$ cat src/rtl/cv32e40x_aes_masked_unit.sv
// Masked AES32 unit: two-share datapath, byte-issue FSM, in-order tracking FIFO, credit-limited output FIFO, kill/flush.
// Define CV32E40X_AES_SUBWORD_EN to enable the four-pass subword operation (op 100); otherwise op 100 is reserved.
module cv32e40x_aes_masked_unit #(
    parameter int X_ID_WIDTH = 4,
    parameter int OUT_DEPTH  = 2,
    parameter int RAND_W     = 26
) (
    input  logic                  clk_i,
    input  logic                  rst_i,
    input  logic                  valid_i,
    output logic                  ready_o,
    input  logic [31:0]           rs1_i,
    input  logic [31:0]           rs2_i,
    input  logic [1:0]            bs_i,
    input  logic [2:0]            op_i,
    input  logic [RAND_W-1:0]     randombits_i,
    input  logic [X_ID_WIDTH-1:0] instr_id_i,
    input  logic                  kill_i,
    output logic [31:0]           result_o,
    output logic [X_ID_WIDTH-1:0] instr_id_o,
    output logic                  valid_o,
    input  logic                  ready_i,
    output logic                  sbox_valid_o,
    input  logic                  sbox_ready_i,
    output logic [7:0]            sbox_a_o,
    output logic [7:0]            sbox_b_o,
    output logic [RAND_W-9:0]     sbox_rand_o,
    output logic                  sbox_dec_o,
    input  logic                  sbox_valid_i,
    input  logic [7:0]            sbox_a_i,
    input  logic [7:0]            sbox_b_i
);
    localparam int AW = (OUT_DEPTH > 1) ? $clog2(OUT_DEPTH) : 1;
    localparam int CW = $clog2(OUT_DEPTH + 1);

    typedef enum logic [1:0] {IDLE, ISSUE, DRAIN} state_t;

    typedef struct packed {
        logic [2:0]            op;
        logic [1:0]            bs;
        logic [31:0]           rs1;
        logic [X_ID_WIDTH-1:0] id;
    } trk_t;

    typedef struct packed {
        logic [31:0]           res;
        logic [X_ID_WIDTH-1:0] id;
    } out_t;

    function automatic logic [7:0] xt(input logic [7:0] v);
        return {v[6:0], 1'b0} ^ (v[7] ? 8'h1b : 8'h00);
    endfunction

    function automatic logic [2:0] npass(input logic [2:0] op);
`ifdef CV32E40X_AES_SUBWORD_EN
        if (op == 3'b100) return 3'd4;
`endif
        return op[2] ? 3'd0 : 3'd1;
    endfunction

    // Linear in x, so it is applied to each share independently.
    function automatic logic [31:0] contrib(input logic [2:0] op, input logic [1:0] rot, input logic [7:0] x);
        logic [7:0]  x2, x4, x8;
        logic [31:0] w;
        x2 = xt(x);
        x4 = xt(x2);
        x8 = xt(x4);
        case (op)
            3'b001:  w = {x2 ^ x, x, x, x2};
            3'b011:  w = {x8 ^ x2 ^ x, x8 ^ x4 ^ x, x8 ^ x, x8 ^ x4 ^ x2};
            default: w = {24'b0, x};
        endcase
        return (w << (8 * rot)) | (w >> (32 - 8 * rot));
    endfunction

    function automatic logic [AW-1:0] inc(input logic [AW-1:0] p);
        return (p == AW'(OUT_DEPTH - 1)) ? '0 : p + 1'b1;
    endfunction

    state_t            state;
    logic [31:0]       rs2_q;
    logic [2:0]        op_q;
    logic [1:0]        bs_q;
    logic              hold;
    logic [7:0]        mask_q;
    logic [RAND_W-9:0] rand_q;
    logic [7:0]        pend;
    logic [CW-1:0]     cnt;
`ifdef CV32E40X_AES_SUBWORD_EN
    logic [1:0]        k_q;
`endif

    trk_t          trk_mem [OUT_DEPTH];
    logic [AW-1:0] trk_rd, trk_wr;
    logic [CW-1:0] trk_cnt;
    out_t          out_mem [OUT_DEPTH];
    logic [AW-1:0] out_rd, out_wr;
    logic [CW-1:0] out_cnt;
    logic [31:0]   acc_a, acc_b;
    logic [1:0]    r_idx;

    logic              accept, pop, sbox_hs, resp_live, trk_vld, head_done;
    logic [1:0]        cur_k, head_rot;
    logic [7:0]        mask;
    logic [RAND_W-9:0] rand_cur;
    logic [7:0]        pend_nxt;
    logic [2:0]        head_need;
    logic [31:0]       ca, cb, fin;
    trk_t              head;

    assign ready_o  = (state == IDLE) && (cnt < CW'(OUT_DEPTH)) && !kill_i;
    assign accept   = valid_i && ready_o;
    assign valid_o  = out_cnt != '0;
    assign pop      = valid_o && ready_i;
    assign result_o   = valid_o ? out_mem[out_rd].res : '0;
    assign instr_id_o = valid_o ? out_mem[out_rd].id : '0;

`ifdef CV32E40X_AES_SUBWORD_EN
    assign cur_k = (op_q == 3'b100) ? k_q : bs_q;
`else
    assign cur_k = bs_q;
`endif

    // While stalled the request replays the captured randomness so the payload stays stable.
    assign mask         = hold ? mask_q : randombits_i[7:0];
    assign rand_cur     = hold ? rand_q : randombits_i[RAND_W-1:8];
    assign sbox_valid_o = state == ISSUE;
    assign sbox_a_o     = sbox_valid_o ? (rs2_q[8*cur_k +: 8] ^ mask) : '0;
    assign sbox_b_o     = sbox_valid_o ? mask : '0;
    assign sbox_rand_o  = sbox_valid_o ? rand_cur : '0;
    assign sbox_dec_o   = sbox_valid_o && op_q[1];
    assign sbox_hs      = sbox_valid_o && sbox_ready_i;
    assign pend_nxt     = pend + 8'(sbox_hs) - 8'(sbox_valid_i);

    assign head      = trk_mem[trk_rd];
    assign trk_vld   = trk_cnt != '0;
    assign head_need = npass(head.op);
    assign head_rot  = (head.op == 3'b100) ? r_idx : head.bs;
    assign resp_live = sbox_valid_i && (state != DRAIN) && trk_vld;
    assign ca        = resp_live ? contrib(head.op, head_rot, sbox_a_i) : '0;
    assign cb        = resp_live ? contrib(head.op, head_rot, sbox_b_i) : '0;
    assign head_done = trk_vld && !kill_i &&
                       ((head_need == 3'd0) || (resp_live && ({1'b0, r_idx} == head_need - 3'd1)));
    assign fin       = head.rs1 ^ ((acc_a ^ ca) ^ (acc_b ^ cb));

    always_ff @(posedge clk_i) begin
        if (accept) trk_mem[trk_wr] <= '{op: op_i, bs: bs_i, rs1: rs1_i, id: instr_id_i};
        if (head_done) out_mem[out_wr] <= '{res: fin, id: head.id};
    end

    always_ff @(posedge clk_i) begin
        if (rst_i) begin
            state   <= IDLE;
            rs2_q   <= '0;
            op_q    <= '0;
            bs_q    <= '0;
            hold    <= 1'b0;
            mask_q  <= '0;
            rand_q  <= '0;
            pend    <= '0;
            cnt     <= '0;
            trk_rd  <= '0;
            trk_wr  <= '0;
            trk_cnt <= '0;
            out_rd  <= '0;
            out_wr  <= '0;
            out_cnt <= '0;
            acc_a   <= '0;
            acc_b   <= '0;
            r_idx   <= '0;
`ifdef CV32E40X_AES_SUBWORD_EN
            k_q     <= '0;
`endif
        end else begin
            pend <= pend_nxt;
            if (kill_i) begin
                state   <= DRAIN;
                hold    <= 1'b0;
                cnt     <= '0;
                trk_rd  <= '0;
                trk_wr  <= '0;
                trk_cnt <= '0;
                out_rd  <= '0;
                out_wr  <= '0;
                out_cnt <= '0;
                acc_a   <= '0;
                acc_b   <= '0;
                r_idx   <= '0;
            end else begin
                case (state)
                    IDLE: if (accept) begin
                        rs2_q <= rs2_i;
                        op_q  <= op_i;
                        bs_q  <= bs_i;
                        hold  <= 1'b0;
`ifdef CV32E40X_AES_SUBWORD_EN
                        k_q   <= '0;
`endif
                        if (npass(op_i) != 3'd0) state <= ISSUE;
                    end
                    ISSUE: begin
                        hold   <= !sbox_ready_i;
                        mask_q <= mask;
                        rand_q <= rand_cur;
                        if (sbox_ready_i) begin
`ifdef CV32E40X_AES_SUBWORD_EN
                            if (op_q == 3'b100 && k_q != 2'd3) k_q <= k_q + 2'd1;
                            else state <= IDLE;
`else
                            state <= IDLE;
`endif
                        end
                    end
                    DRAIN: if (pend_nxt == '0) state <= IDLE;
                    default: state <= IDLE;
                endcase

                if (accept) trk_wr <= inc(trk_wr);
                trk_cnt <= trk_cnt + CW'(accept) - CW'(head_done);
                if (head_done) begin
                    trk_rd <= inc(trk_rd);
                    out_wr <= inc(out_wr);
                    acc_a  <= '0;
                    acc_b  <= '0;
                    r_idx  <= '0;
                end else if (resp_live) begin
                    acc_a <= acc_a ^ ca;
                    acc_b <= acc_b ^ cb;
                    r_idx <= r_idx + 2'd1;
                end
                if (pop) out_rd <= inc(out_rd);
                out_cnt <= out_cnt + CW'(head_done) - CW'(pop);
                cnt     <= cnt + CW'(accept) - CW'(pop);
            end
        end
    end
endmodule

$ cat config.mk
export PLATFORM = sky130hd
export DESIGN_NAME = cv32e40x_aes_masked_unit
export DESIGN_NICKNAME = d
export VERILOG_FILES = /design/src/rtl/cv32e40x_aes_masked_unit.sv
export SDC_FILE = /design/constraint.sdc
export NUM_CORES = 1
export LEC_CHECK = 0
export ABC_AREA = 0
export BUFFER_PORTS_ARGS = -buffer_cell sky130_fd_sc_hd__buf_2
export CAP_MARGIN = 20
export CORE_ASPECT_RATIO = 1.1
export CORE_MARGIN = 2
export CORE_UTILIZATION = 40
export DETAILED_ROUTE_END_ITERATION = 8
export PLACE_DENSITY = 0.65
export RECOVER_POWER = 100
export SKIP_CTS_REPAIR_TIMING = 1
export SLEW_MARGIN = 20
export SYNTH_ARGS = -nofsm -noshare
export SYNTH_HDL_FRONTEND = slang
export SYNTH_SLANG_ARGS = --single-unit
$ cat constraint.sdc
create_clock -name clk_i -period 7.6 [get_ports clk_i]
set_input_delay 1.52 -clock clk_i [delete_from_list [all_inputs] [get_ports clk_i]]
set_output_delay 1.52 -clock clk_i [all_outputs]
set_load 0.005 [all_outputs]
==> out/metrics.cfg, run 1 <==
[status]
outcome=finished, violations left
violations=capacitance limit, slew limit

[floorplanning]
row_count=78
start_util=0.406
die_w_um=199
boundaryPins=196
coreArea_sq_mm=0.0413
die_y_um=219
die_area_sq_mm=0.0435

[synthesis]
synth_fa_ha_area_frac=0.0124
synth_nets=1854
synth_seq_cells=304
yosysWarnings=0
async_flop_share=0
synth-xor-area-share=0.136
synthSimpleGateAreaFrac=0.142
yosysUniqueCellTypes=85
synth_top_area_frac=0.276
synthMuxAreaShare=0.0880
yosysTopAreaCell=edfxtp_1
synth_edf_count=154
syn-cell-area_sq_mm=0.0168
synth_compound_area_frac=0.123
synth_cells=1716
synth_top_family_by_area=simple AND/OR/NAND/NOR gates
synth_ff_type=edfxtp_1
synth.avg_cell_area_sq_um=9.77
synth_top_cells_by_area=edfxtp_1, dfxtp_1, mux2i_1
yosysSeqAreaShare=0.455

[setup_path]
critPathMaxFanout=37
r2r_cells=14
cp.required_ns=7.86
cp.depth=14
path_class=reg -> reg
arrival_ns=6.29
timing.critical_path.to_type=register
crit_family=simple AND/OR/NAND/NOR gates
cp_slowest_cell=dfxtp_1
r2r_slack_ns=1.56
max_stage_delay_ns=1.38
critPathBufInv=4
worst_setup_path_start_kind=register
path_cells=nor4bb_1 > or2_1 > a21o_1 > buf_4 > inv_1 > buf_4 > ha_1 > nor2_1 > clkbuf_1 > nand2_1 > o21ai_0 > o21ai_0 > xor2_1 > xnor3_1

[power_and_ir_drop]
p_leak_nw=6.58
ir_drop_v=0.000162
power_density_mw_per_mm2=213
p_total_mw=4.04

[clock_network]
clk_pin_slew_worst_paths_ns=0.06
clk_latency_ns=0.53
cts_buffers=34
cts.sinks=304
htreeDepth=2
cts_max_path_buffers=3
cts_tree=yes
clockRootBuffer=clkbuf_16

[place]
dp_hpwl_um=34100
routabilityCongestion=0.985
place.port_buffers=195

[detailed_routing]
remaining_drc_errors=0
drt-vias-per-instance=5.39
drt_iter0_drc=921
wirelength_um=48500
routedWlPerCell_um=20.0
via_count=13100
drtPass1Iterations=6
ant_nets=0

[timing]
finalClockSkew_ns=0.0164
fin_crit_ns=6.04
maxSlewViolCount=397
finalSetupViolations=0
max_freq_mhz=166
finalSetupTns_ns=0
rsz0062_at_grt=false
fin_crit_sh=0.794
slew_headroom=-1.17
worst-slew-pin-transition_ns=3.26
finalHoldViolCount=0

[global_routing]
grt_pass1_wl_um=73800
grt_pass1_vias=13000
track_usage=0.223
antenna_found_initial=3
grt_max_degree=91
overflow=0

[cells_and_area]
drive_above_1_share=0.115
area_growth_pct=13.2
fin_nets=1980
diodes=0

[worst_hold_path]
hold_depth=2
hp-class=reg -> reg

[flow_run]
maxCapViolCount=11

area by class of cell:
cell class	instances	area, sq um
inverter	25	93.8
tap	560	701
clock buffer	45	953
clock inverter	14	154
multi-input combinational	1258	8440
sequential	304	7630
fill	4026	22300
timing repair buffer	219	1010
flip-flops by register name, indices dropped and copies added, names as in the netlist, 2 cells and up, named ones only:
register,count
bs_q,2
pend,8
rs2_q,32
r_idx,2
rand_q,18
acc_b,32
out_mem,72
trk_mem,82
state,2
trk_cnt,2
mask_q,8
acc_a,32
cnt,2
out_cnt,2
per-layer routing:
metal | up-vias | global-route usage | routed length, um
li1 | 6243 | - | -
met1 | 6214 | 0.255 | 18900
met2 | 487 | 0.385 | 23500
met3 | 131 | 0.0448 | 3210
met4 | 6 | 0.127 | 2830
met5 | - | 0 | 36
Yosys cell counts (10+ instances only):
library cell    n
a21oi_1       137
a31oi_1        12
and2_1         16
and3_1         15
buf_1          12
buf_2          30
clkbuf_1       69
dfxtp_1       150
edfxtp_1      154
ha_1           15
inv_1          22
mux2i_1       117
nand2_1       186
nand3_1        13
nor2_1        220
nor3_1         34
o211ai_1       11
o21ai_0        61
o21ai_1        10
o22ai_1        12
or3_1          28
xnor2_1       110
xnor3_1        16
xor2_1         91
layout by cell type (no fill, tap or decap), types with 12 or more instances in the layout:
master	synthesis	layout
buf_4	9	13
nand2_1	186	184
a31oi_1	12	12
clkbuf_16	0	35
nor3_1	34	33
ha_1	15	15
nor2_1	220	217
mux2i_1	117	117
o22ai_1	12	12
clkbuf_2	0	13
or3_1	28	28
buf_2	30	96
edfxtp_1	154	154
a21oi_1	137	137
clkbuf_1	69	103
inv_1	22	23
xor2_1	91	91
nand3_1	13	13
xnor3_1	16	16
and3_1	15	14
xnor2_1	110	110
dfxtp_1	150	149
o21ai_0	61	64
power by group:
group	total [mW]	switching (mW)	internal, mW
clock network	1.62	0.640	0.985
registers	1.79	0.0195	1.77
logic	0.630	0.388	0.242
total	4.04	1.05	2.99
cell families after synthesis:
| logic type | after synthesis |
|---|---|
| buffers and inverters | 154 |
| adders and majority gates | 16 |
| muxes | 135 |
| DFF | 304 |
| and+or+nand+nor | 546 |
| AOI/OAI and AO/OA | 336 |
| xor gates and xnor gates | 225 |
stage by stage:
step / instance area, sq um / worst slack (ns) / hold slack, ns / utilization / cells
detailed placement: 18000 / 2.32 / 0.445 / 0.437 / 2366
global placement: 18000 / 2.40 / 0.439 / 0.437 / 2366
finish: 19000 / 1.56 / 0.452 / 0.460 / 2425
global route: 19000 / 1.32 / 0.473 / 0.460 / 2425
CTS: 19100 / 2.32 / 0.453 / 0.463 / 2425
floorplan: 16800 / 2.56 / 0.432 / - / 1716
tightest hold or removal path, cell delays in order (launching register included):
cell     delay [ns]
dfxtp_1        0.31
nand2_1        0.05
a21oi_1        0.05
path summary, 6_finish.rpt:
| kind | to | startpoint |
|---|---|---|
| worst min-delay path | rs2_q[28] | rs2_q[28] |
| worst max-delay path | out_mem[1][9] | register |
| worst min register to register | rs2_q[28] | rs2_q[28] |
| worst max register to register | out_mem[1][9] | register |
No activity file was read; power rests on OpenSTA's default activity.
==> inputs of run 2 (changes only) <==
--- a/config.mk
+++ b/config.mk
@@ -5,7 +5,7 @@
 export SDC_FILE = /design/constraint.sdc
 export NUM_CORES = 1
 export LEC_CHECK = 0
-export ABC_AREA = 0
+export ABC_AREA = 1
 export BUFFER_PORTS_ARGS = -buffer_cell sky130_fd_sc_hd__buf_2
 export CAP_MARGIN = 20
 export CORE_ASPECT_RATIO = 1.1
==> constraint.sdc (replaced) <==
create_clock -name clk_i -period 5.6 [get_ports clk_i]
set_input_delay 1.12 -clock clk_i [delete_from_list [all_inputs] [get_ports clk_i]]
set_output_delay 1.12 -clock clk_i [all_outputs]
set_load 0.005 [all_outputs]
==> run 2 against run 1 <==
  * The run still ends with capacitance limit, slew limit left
  * Hold slack got worse by 0.0055 ns
  * Global-route usage up 2.1 points
  * Non-clock buffer count is 3 lower
  * Core utilization shrank 0.53 points
  * Combinational power rose by 52%
  * Sequential power is 36% higher
  * Flip-flop and latch count unchanged
  * Clock skew rose by 0.0038 ns
  * Critical path depth down 4
  * Largest cell class unchanged
  * Largest power group unchanged
  * Critical endpoint is now out_mem[0][22]
  * Clock power is 38% higher
  * First-iteration DRC count up 69%
==> out/metrics.cfg, run 2 <==
[setup_path]
r2r_slack_ns=0.89
r2r_cells=18
worst_setup_path_start_kind=input pin
arrival_ns=4.88
path_class=in -> reg
critPathMaxFanout=19
reg2reg_to=out_mem[0][35]
timing.critical_path.to_type=register
cp.required_ns=5.76

[place]
place.port_buffers=195
routabilityCongestion=0.946
dp_hpwl_um=43500

[status]
outcome=finished, violations left
violations=capacitance limit, slew limit

[power_and_ir_drop]
p_sw_frac=0.286
p_clk_frac=0.398
ir_drop_v=0.000184
p_int_mw=4.02
power_frac_seq=0.431
switching_power_mw=1.61
p_leak_nw=8.95
p_comb_frac=0.171
power_density_mw_per_mm2=270

[floorplanning]
row_count=82
start_util=0.407
die_area_sq_mm=0.0483
die_w_um=210
boundaryPins=196
die_y_um=230
coreArea_sq_mm=0.0458

[worst_hold_path]
min-delay-start=out_rd
hold_depth=1
hp-class=reg -> reg
whs_endpoint=out_rd

[cells_and_area]
largest_reg_flops=82
mostFrequentLayoutCells=nand2_1, nand3_1, inv_1
fin_nets=2938
multi_input_area_sq_mm=0.00936
final_common_cell=nand2_1
filler_cell_count=4704
drive_above_1_share=0.0832
diodes=0
largest_registers=trk_mem (82), out_mem (72)
area_growth_pct=11.6
regMostFlops=trk_mem
ff_latch_area_sq_mm=0.00763

[timing]
fin_crit_sh=0.842
maxSlewViolCount=269
finalSetupViolations=0
max_freq_mhz=212
rsz0062_at_grt=false
finalHoldViolCount=0
finalClockSkew_ns=0.0202
finalSetupTns_ns=0
slew_headroom=-0.672
fin_crit_ns=4.72
whs_ns=0.447
worst-slew-pin-transition_ns=2.51

[global_routing]
grt_max_degree=102
grt_pass1_vias=17500
overflow=0
antenna_found_initial=2
grt_pass1_wl_um=92800
track_usage=0.243

[flow_run]
maxCapViolCount=8

[clock_network]
clockRootBuffer=clkbuf_16
cts_tree=yes
cts_max_path_buffers=3
clk_pin_slew_worst_paths_ns=0.06
htreeDepth=2
cts.sinks=304
cts_buffers=35
clk_latency_ns=0.54

[synthesis]
syn-cell-area_sq_mm=0.0186
synth_ff_type=edfxtp_1
synth.avg_cell_area_sq_um=6.95
yosysTopAreaCell=edfxtp_1
yosysUniqueCellTypes=50
yosysMostFrequentCell=nand2_1
synth_nets=2820
async_flop_share=0
synth_seq_cells=304
synth_edf_count=154
synth_top_area_frac=0.248
synth_cells=2682
yosysWarnings=0
synth_top_cells_by_area=edfxtp_1, nand2_1, dfxtp_1
synthTopCellsByCount=nand2_1, nand3_1, inv_1
yosysSeqAreaShare=0.409

[detailed_routing]
drt-vias-per-instance=5.34
drtPass1Iterations=8
via_count=18200
wirelength_um=59000
remaining_drc_errors=0
ant_nets=0
routedWlPerCell_um=17.3
drt_iter0_drc=1559

## run 2: through the flow
step	power, mW	setup slack [ns]	instances	util	cell area, sq um
finish	5.62	0.884	3414	0.454	20800
global route	5.88	0.506	3414	0.454	20800
CTS	5.67	1.37	3414	0.459	21000
detailed placement	3.43	1.40	3351	0.434	19900
global placement	3.40	1.53	3351	0.434	19900
floorplan	3.15	1.47	2682	-	18600
## run 2: layout make-up
type,instances,area share
clock inverters,12,0.00457
repair buffers,216,0.0481
clock buffers,51,0.0495
multi-input cells,1996,0.450
inverters,247,0.0452
well taps,588,0.0354
flip-flops and latches,304,0.367
## run 2: power by group through the flow
stage               Combinational (mW)  Sequential (mW)  Clock [mW]
global placement                 0.934             2.47           0
detailed placement               0.955             2.47           0
floorplan                        0.682             2.46           0
global route                      1.07             2.43        2.37
finish                           0.959             2.43        2.24
CTS                              0.960             2.43        2.28
## run 2: worst max path at each step
| stage | cells after the start | slack (ns) | to | start |
|---|---|---|---|---|
| floorplan | 4 | 1.47 | trk_mem[0][0] | kill_i |
| global placement | 19 | 1.53 | out_mem[0][33] | register |
| detailed placement | 19 | 1.40 | out_mem[0][33] | register |
| CTS | 19 | 1.37 | out_mem[0][33] | register |
| global route | 11 | 0.51 | acc_a[18] | sbox_valid_i |
| finish | 10 | 0.88 | out_mem[0][22] | sbox_valid_i |
## run 2: routing by layer
layer,global-route usage,vias to the layer above,routed length [um]
met5,0,-,27
met4,0.142,4,3690
met3,0.0443,168,3780
met2,0.425,654,28200
met1,0.279,8393,23200
li1,-,9005,-
## run 2: cells by family (layout without fill, tap and decap cells)
| kind of cell | Yosys count | count (layout) | synth area share |
|---|---|---|---|
| compound gates | 305 | 305 | 0.0936 |
| xor+xnor | 38 | 38 | 0.0179 |
| fa+ha+maj | 16 | 16 | 0.0112 |
| buf+inv | 382 | 526 | 0.0869 |
| flops | 304 | 304 | 0.409 |
| mux | 20 | 20 | 0.0107 |
| simple gates | 1617 | 1617 | 0.370 |
## run 2: worst max-delay path: stages
cell      delay, ns
clkbuf_1       0.10
inv_1          0.07
nor3_1         0.32
nand2_1        0.12
o21ai_0        0.34
nand2_1        0.11
nor2_1         0.31
inv_1          0.22
nor2_1         1.57
clkbuf_1       0.58
